**src/rtl/dkong_sound_pkg.sv**
```systemverilog
// Shared constants and types for the main-CPU side of the Donkey Kong sound interface.
// The sound command address map, the DJR game code and the write-FSM states.
package dkong_sound_pkg;

  localparam logic [15:0] ADDR_BG       = 16'h7C00;
  localparam logic [15:0] ADDR_SFX_BASE = 16'h7D00;
  localparam logic [15:0] ADDR_IRQ      = 16'h7D80;
  localparam logic [15:0] ADDR_SUBSFX   = 16'h7C81;
  localparam logic [1:0]  GAME_DJR      = 2'b11;

  typedef enum logic [1:0] {
    WAIT_REL,
    IDLE,
    ARM,
    COMMIT
  } wr_state_t;

  // The 7D00-7D07 window: the low three address bits select the latch bit.
  function automatic logic is_sfx_addr(input logic [15:0] a);
    return (a & 16'hFFF8) == ADDR_SFX_BASE;
  endfunction

endpackage

```
**src/rtl/dkong_ls259.sv**
```systemverilog
// 8-bit addressable latch modelled on the 74LS259.
// When enabled, only the addressed bit takes the data bit; all other bits hold.
module dkong_ls259 (
  input  logic       clk,
  input  logic       rst,
  input  logic       en,
  input  logic [2:0] addr,
  input  logic       d,
  output logic [7:0] q
);

  logic [7:0] r_q;
  logic [7:0] w_q_next;

  genvar gi;
  generate
    for (gi = 0; gi < 8; gi++) begin : g_bit
      assign w_q_next[gi] = (en && (addr == 3'(gi))) ? d : r_q[gi];
    end
  endgenerate

  always_ff @(posedge clk or posedge rst) begin
    if (rst) begin
      r_q <= 8'h00;
    end else begin
      r_q <= w_q_next;
    end
  end

  assign q = r_q;

endmodule

```
**src/rtl/dkong_sound_latch.sv**
```systemverilog
// Decodes main-CPU writes to the sound command addresses into held latches and
// returns the sound CPU acknowledge through a synchronizer for the IN2 port.
module dkong_sound_latch
  import dkong_sound_pkg::*;
#(
  parameter int SYNC_STAGES = 2
) (
  input  logic        masterclk,
  input  logic        rst,
  input  logic [1:0]  game_type,
  input  logic [15:0] cpu_addr,
  input  logic [7:0]  cpu_dout,
  input  logic        cpu_mreq_n,
  input  logic        cpu_wr_n,
  input  logic        audio_ack,
  output logic [4:0]  bg_port,
  output logic [7:0]  sfx_port,
  output logic        subsfx_port,
  output logic        audio_irq,
  output logic        in2_ack,
  output logic        cmd_strobe
);

  logic        w_wr_act;
  wr_state_t   r_state;
  wr_state_t   w_state_next;
  logic        w_capture;
  logic [15:0] r_addr;
  logic [4:0]  r_data;

  assign w_wr_act = ~cpu_mreq_n & ~cpu_wr_n;

  // WAIT_REL forces a strobe release between commits, so a held strobe commits once.
  always_comb begin
    w_state_next = r_state;
    w_capture    = 1'b0;
    case (r_state)
      WAIT_REL: if (!w_wr_act) w_state_next = IDLE;
      IDLE: begin
        if (w_wr_act) begin
          w_state_next = ARM;
          w_capture    = 1'b1;
        end
      end
      ARM:      w_state_next = w_wr_act ? COMMIT : IDLE;
      COMMIT:   w_state_next = WAIT_REL;
      default:  w_state_next = WAIT_REL;
    endcase
  end

  always_ff @(posedge masterclk or posedge rst) begin
    if (rst) begin
      r_state <= WAIT_REL;
      r_addr  <= 16'h0000;
      r_data  <= 5'h00;
    end else begin
      r_state <= w_state_next;
      if (w_capture) begin
        r_addr <= cpu_addr;
        r_data <= cpu_dout[4:0];
      end
    end
  end

  logic w_commit;
  logic w_hit_bg;
  logic w_hit_sfx;
  logic w_hit_irq;
  logic w_hit_sub;
  logic w_hit_any;

  assign w_commit  = (r_state == COMMIT);
  assign w_hit_bg  = w_commit && (r_addr == ADDR_BG);
  assign w_hit_sfx = w_commit && is_sfx_addr(r_addr);
  assign w_hit_irq = w_commit && (r_addr == ADDR_IRQ);
  // The sub-effect latch only exists on the DJR board; elsewhere 7C81 is unmapped.
  assign w_hit_sub = w_commit && (r_addr == ADDR_SUBSFX) && (game_type == GAME_DJR);
  assign w_hit_any = w_hit_bg | w_hit_sfx | w_hit_irq | w_hit_sub;

  logic [4:0] r_bg;
  logic       r_irq;
  logic       r_sub;
  logic       r_cmd_strobe;

  always_ff @(posedge masterclk or posedge rst) begin
    if (rst) begin
      r_bg         <= 5'h00;
      r_irq        <= 1'b1;
      r_sub        <= 1'b0;
      r_cmd_strobe <= 1'b0;
    end else begin
      r_cmd_strobe <= w_hit_any;
      if (w_hit_bg)  r_bg  <= r_data;
      if (w_hit_irq) r_irq <= ~r_data[0];
      if (w_hit_sub) r_sub <= r_data[0];
    end
  end

  dkong_ls259 u_sfx_latch (
    .clk  (masterclk),
    .rst  (rst),
    .en   (w_hit_sfx),
    .addr (r_addr[2:0]),
    .d    (r_data[0]),
    .q    (sfx_port)
  );

  logic [SYNC_STAGES-1:0] r_ack_sync;

  always_ff @(posedge masterclk or posedge rst) begin
    if (rst) begin
      r_ack_sync <= '0;
    end else begin
      r_ack_sync <= {r_ack_sync[SYNC_STAGES-2:0], audio_ack};
    end
  end

  assign bg_port     = r_bg;
  assign subsfx_port = r_sub;
  assign audio_irq   = r_irq;
  assign in2_ack     = r_ack_sync[SYNC_STAGES-1];
  assign cmd_strobe  = r_cmd_strobe;

endmodule

```
**config.mk**
```make
export PLATFORM = sky130hd
export DESIGN_NAME = dkong_sound_latch
export DESIGN_NICKNAME = d
export VERILOG_FILES = /design/src/rtl/dkong_sound_pkg.sv /design/src/rtl/dkong_ls259.sv /design/src/rtl/dkong_sound_latch.sv
export SDC_FILE = /design/constraint.sdc
export NUM_CORES = 1
export LEC_CHECK = 0
export BUFFER_PORTS_ARGS = -buffer_cell sky130_fd_sc_hd__buf_2
export CORE_MARGIN = 4
export CORE_UTILIZATION = 40
export DETAILED_ROUTE_END_ITERATION = 6
export GPL_ROUTABILITY_DRIVEN = 0
export PLACE_DENSITY_LB_ADDON = 0.08
export SLEW_MARGIN = 5
export SYNTH_ARGS = -nofsm -noshare
export SYNTH_HDL_FRONTEND = slang
export SYNTH_HIERARCHICAL = 1
export SYNTH_SLANG_ARGS = --single-unit
```
**constraint.sdc**
```tcl
create_clock -name masterclk -period 2.93 [get_ports masterclk]
set_clock_uncertainty 0.2 [all_clocks]
set_input_delay 0.1465 -clock masterclk [delete_from_list [all_inputs] [get_ports masterclk]]
set_output_delay 0.1465 -clock masterclk [all_outputs]
set_load 0.02 [all_outputs]
```
==> metrics list <==
* Relative slew slack: 71.5%
* Nets in the synthesized netlist: 142
- Width of the chip: 73.3 um
- Biggest area consumer among synthesized cells: sky130_fd_sc_hd__dfrtp_1
- Starting DRC count in detailed routing: 104
* Share of layout cells above drive strength 1: about half
* Number of clock sinks seen by CTS: 41
- Achievable clock frequency: 359 MHz
* Final layout net count: between 200 and 250
- At the placement stage, the worst setup path has a slack of 0.154 ns.
- For this design the ratio of total power to cell area is 546 mW/mm2.
- The die covers 0.00537 mm2.
* Met1 track utilization from global routing: roughly 20%
- After global routing the overflow that remains totals 0.
- Internal power comes to a little under 1000 uW.
- At the worst endpoint, the arrival time is 2.76 ns.
- Layout fillers: 340
- Per report_power, the combinational group accounts for between 10% and 20% of the total.
- The largest single stage delay on the critical path is about 0.57 ns.
- In this run, distinct cell masters in the synthesized netlist total 23.
- Number of H-tree branching levels: 2
* Unrepaired setup endpoints after global routing: false
- Yosys top cell area share: 58.7%
- The tool flagged a number of max-cap violations equal to 0.
* Reg2Reg Setup Slack: 0.14 ns
- The final max-slew violation count came to 0.
* Warning count from the yosys run: 6
- Per report_power, the sequential group accounts for 56.8% of the total.
- Dividing the detail-routed wire length by the instance count gives 13.6 um.
- The path class of the tightest hold or removal check is in -> reg.
- Syn Area/Cell: roughly 15 um2
- For this run, the total global-route usage over all layers was measured as about 15%.
* Sw frac: 25.1%
- Once detail routing completed, the nets flagged for antenna violations numbered 0.
* Post-CTS Setup Repair Bufs: 0
- In this run the core area contains 23 standard-cell rows.
- Worst endpoint required time: 2.91 ns
* Final worst slack: between 0.1 and 0.15 ns
- Area contributors post-synth: sky130_fd_sc_hd__dfrtp_1 59%, sky130_fd_sc_hd__mux2_2 21%, sky130_fd_sc_hd__mux2_4 2.6%, sky130_fd_sc_hd__nand4b_1 2.6%, sky130_fd_sc_hd__and4bb_1 2.2%
- In the routed layout, each cell is associated on average with a via count of 4.90.
- Summed over all cells, the static leakage comes to 0.00111 uW.
- The number of antenna violations at the first check in global routing was 0.
- The share of the Yosys chip area taken by registers is between 60% and 70%.
- Clk root buf: sky130_fd_sc_hd__clkbuf_8
* Area growth from synthesis to layout: 38.4%
- Count of pins on the block boundary: 48
* Hold Startpoint: game_type[0]
- Crit path max fanout: 8
- Fraction of the cycle the final worst path needs: 95.1%
- Cells fill 58.1% of the core in the end.
* Share of power burned in the clock network: 28.8%
- Final hold vios: 0
- Status: complete, no violations
- The critical path is of the reg -> reg type.
- Wires add up to 3.26 mm.
* Starting density of the core: a little over two fifths
- The longest clock path from root to sink contains 2 buffers.
- Entering global routing, the biggest net connects 34 pins.
* TritonCTS clock tree: built
- Total negative slack for setup checks: 0 ns
- CP endpoint kind: register
- For this run, global-route usage on met2 was measured as about 22%.
* Post-Place Cells: 206
- In the routed design, unresolved DRC markers number 0.
- Slowest CP cell: sky130_fd_sc_hd__or4_4
- Among the stages of the critical path, the cell type that occurs most often is sky130_fd_sc_hd__or4_4.
* Final-report setup violation count: 0
- Cell breakdown of the critical path: or4_4 -> or4_4 -> nor3b_1 -> buf_4 -> nor4b_2 -> mux2_2
- Core footprint: 0.00406 mm2
- Peak supply drop: approximately 0.34 mV
* ANT cells: 0
- Global-route track usage on met3: 5.06%
- Counting the buffers created by CTS gives 5.
* Worst setup SP type: register
- Clock latency on the worst-skew pair, taken at its later pin, is 0.29 ns.
- The die is about 73 um tall.
- The first global-routing pass estimated a little under 6 mm of wire.
* GRT Max-Usage Layer: met2
- Final critical-path required period: about 2.8 ns
* Cell Area, Synth: 0.00170 mm2
* Number of buffer cells added on primary ports: 44
- In this run, synthesis produced a sequential element count of 41.
- Capture point of the worst reg-to-reg path: u_sfx_latch/q[0]$_DFFE_PP0P_
- Clock transition at the register clock pins on the worst setup and hold paths after CTS: 0.07 ns
- Via count: between 1000 and 1500
* Hold Path End: cmd_strobe$_DFF_PP0_
- Final hold analysis gives a worst-case slack of 0.128 ns.
- Detailed placement finished with a half-perimeter wire length of 2.30 mm.
- The finished layout holds between 200 and 250 standard cells, fillers aside.
* Synthesized instance count: ~110
* Cell count of the worst reg-to-reg path: 6
* R2r startpoint: r_addr[3]$_DFFE_PP0P_
- Number of global-route vias before repair: 1231
- For the pin with the worst max-slew slack, the measured transition is 0.424 ns.
* Switching Power: roughly 320 uW
- Cell depth of the worst hold path: 5
- Number of detailed-route iterations in the first pass: 4
==> metrics by stage <==
| step | instance area, um2 | total power [uW] |
|---|---|---|
| finish | 2360 | 1290 |
| CTS | 2360 | 1310 |
| global route | 2360 | 1380 |
| floorplan | 1700 | 842 |
| detailed placement | 2010 | 908 |
| global placement | 2010 | 893 |
==> cells in the mapped netlist (all sizes together) <==
master and count:
nor4b 3, dfstp 1, a21oi 2, and4bb 3, nor3 5, xnor2 1
nor3b 1, o21ai 1, o31ai 1, nand4b 5, nand2b 1, inv 2
nand4 1, or4 2, nand3 3, dfrtp 40, clkbuf 2, mux2 35
nor4 1, a211oi 1
==> registers in the layout, indices dropped and copies added (netlist names) <==
| name | cells |
|---|---|
| u_sfx_latch/q | 8 |
| r_ack_sync | 2 |
| r_data | 5 |
| bg_port | 5 |
| cmd_strobe | 1 |
| audio_irq | 1 |
| r_state | 2 |
| r_addr | 16 |
| subsfx_port | 1 |
==> area by class of cell <==
cell class                      count  area (um2)  area share [%]
Clock buffer                        8        90.1            3.82
Inverter                            2        7.51           0.318
Sequential cell                    41        1030            43.6
Multi-Input combinational cell     66         668            28.3
Tap cell                           50        62.6            2.65
Timing Repair Buffer               73         503            21.3
==> layer usage <==
metal / wire (um) / share of wire (%) / up-vias
met5: 0 / 0 / -
li1: - / - / 574
met3: 220 / 6.8 / 6
met2: 1560 / 48 / 33
met1: 1430 / 44 / 564
met4: 46 / 1.4 / 0
==> how the worst max path moves through the flow <==
stage                          startpoint                      endpoint  slack (ns)  depth (start not counted)
finish              r_addr[3]$_DFFE_PP0P_  u_sfx_latch/q[0]$_DFFE_PP0P_        0.14                          6
global route        r_addr[3]$_DFFE_PP0P_  u_sfx_latch/q[0]$_DFFE_PP0P_       0.006                          6
CTS                 r_addr[3]$_DFFE_PP0P_  u_sfx_latch/q[0]$_DFFE_PP0P_        0.14                          6
detailed placement  r_addr[3]$_DFFE_PP0P_  u_sfx_latch/q[0]$_DFFE_PP0P_        0.15                          6
global placement    r_addr[3]$_DFFE_PP0P_  u_sfx_latch/q[0]$_DFFE_PP0P_        0.19                          6
floorplan           r_addr[3]$_DFFE_PP0P_  u_sfx_latch/q[0]$_DFFE_PP0P_        0.05                          5
==> what timing repair did <==
item | in CTS | in global routing
endpoints found under the setup margin | 0 | 0
hold endpoints to repair | 64 | 0
gates resized for setup | 0 | 0
hold buffers | 26 | 0
==> cells in the final DEF, fill, tap and decap left out <==
cell / n
sky130_fd_sc_hd__a211oi_1: 1
sky130_fd_sc_hd__a21oi_1: 2
sky130_fd_sc_hd__and4bb_1: 3
sky130_fd_sc_hd__buf_2: 44
sky130_fd_sc_hd__buf_4: 3
sky130_fd_sc_hd__clkbuf_1: 2
sky130_fd_sc_hd__clkbuf_8: 6
sky130_fd_sc_hd__dfrtp_1: 40
sky130_fd_sc_hd__dfstp_2: 1
sky130_fd_sc_hd__dlygate4sd3_1: 26
sky130_fd_sc_hd__inv_1: 2
sky130_fd_sc_hd__mux2_2: 32
sky130_fd_sc_hd__mux2_4: 3
sky130_fd_sc_hd__nand2b_1: 1
sky130_fd_sc_hd__nand3_1: 3
sky130_fd_sc_hd__nand4_1: 1
sky130_fd_sc_hd__nand4b_1: 5
sky130_fd_sc_hd__nor3_1: 5
sky130_fd_sc_hd__nor3b_1: 1
sky130_fd_sc_hd__nor4_1: 1
sky130_fd_sc_hd__nor4b_2: 2
sky130_fd_sc_hd__nor4b_4: 1
sky130_fd_sc_hd__o21ai_0: 1
sky130_fd_sc_hd__o31ai_1: 1
sky130_fd_sc_hd__or4_4: 2
sky130_fd_sc_hd__xnor2_1: 1
==> critical path, delay by kind of cell, from the launching register on <==
family | cells | cell delay, ns
buf+inv | 1 | 0.18
simple gates | 4 | 1.54
flops | 1 | 0.38
mux | 1 | 0.36
==> power by group through the flow <==
stage	registers [uW]	clock network [uW]	logic, uW
floorplan	719	0	124
global placement	737	0	156
detailed placement	745	0	163
CTS	732	390	191
global route	750	419	207
finish	731	370	187
==> logic make-up after synthesis <==
family,after synthesis,share of synthesized area [%]
flip-flops,41,60.3
AND/OR/NAND/NOR,25,12.8
buffers and inverters,4,0.881
multiplexers,35,23.8
XOR/XNOR,1,0.514
AO/OA/AOI/OAI,5,1.76
Note: power is estimated with default switching activity, not from simulation.
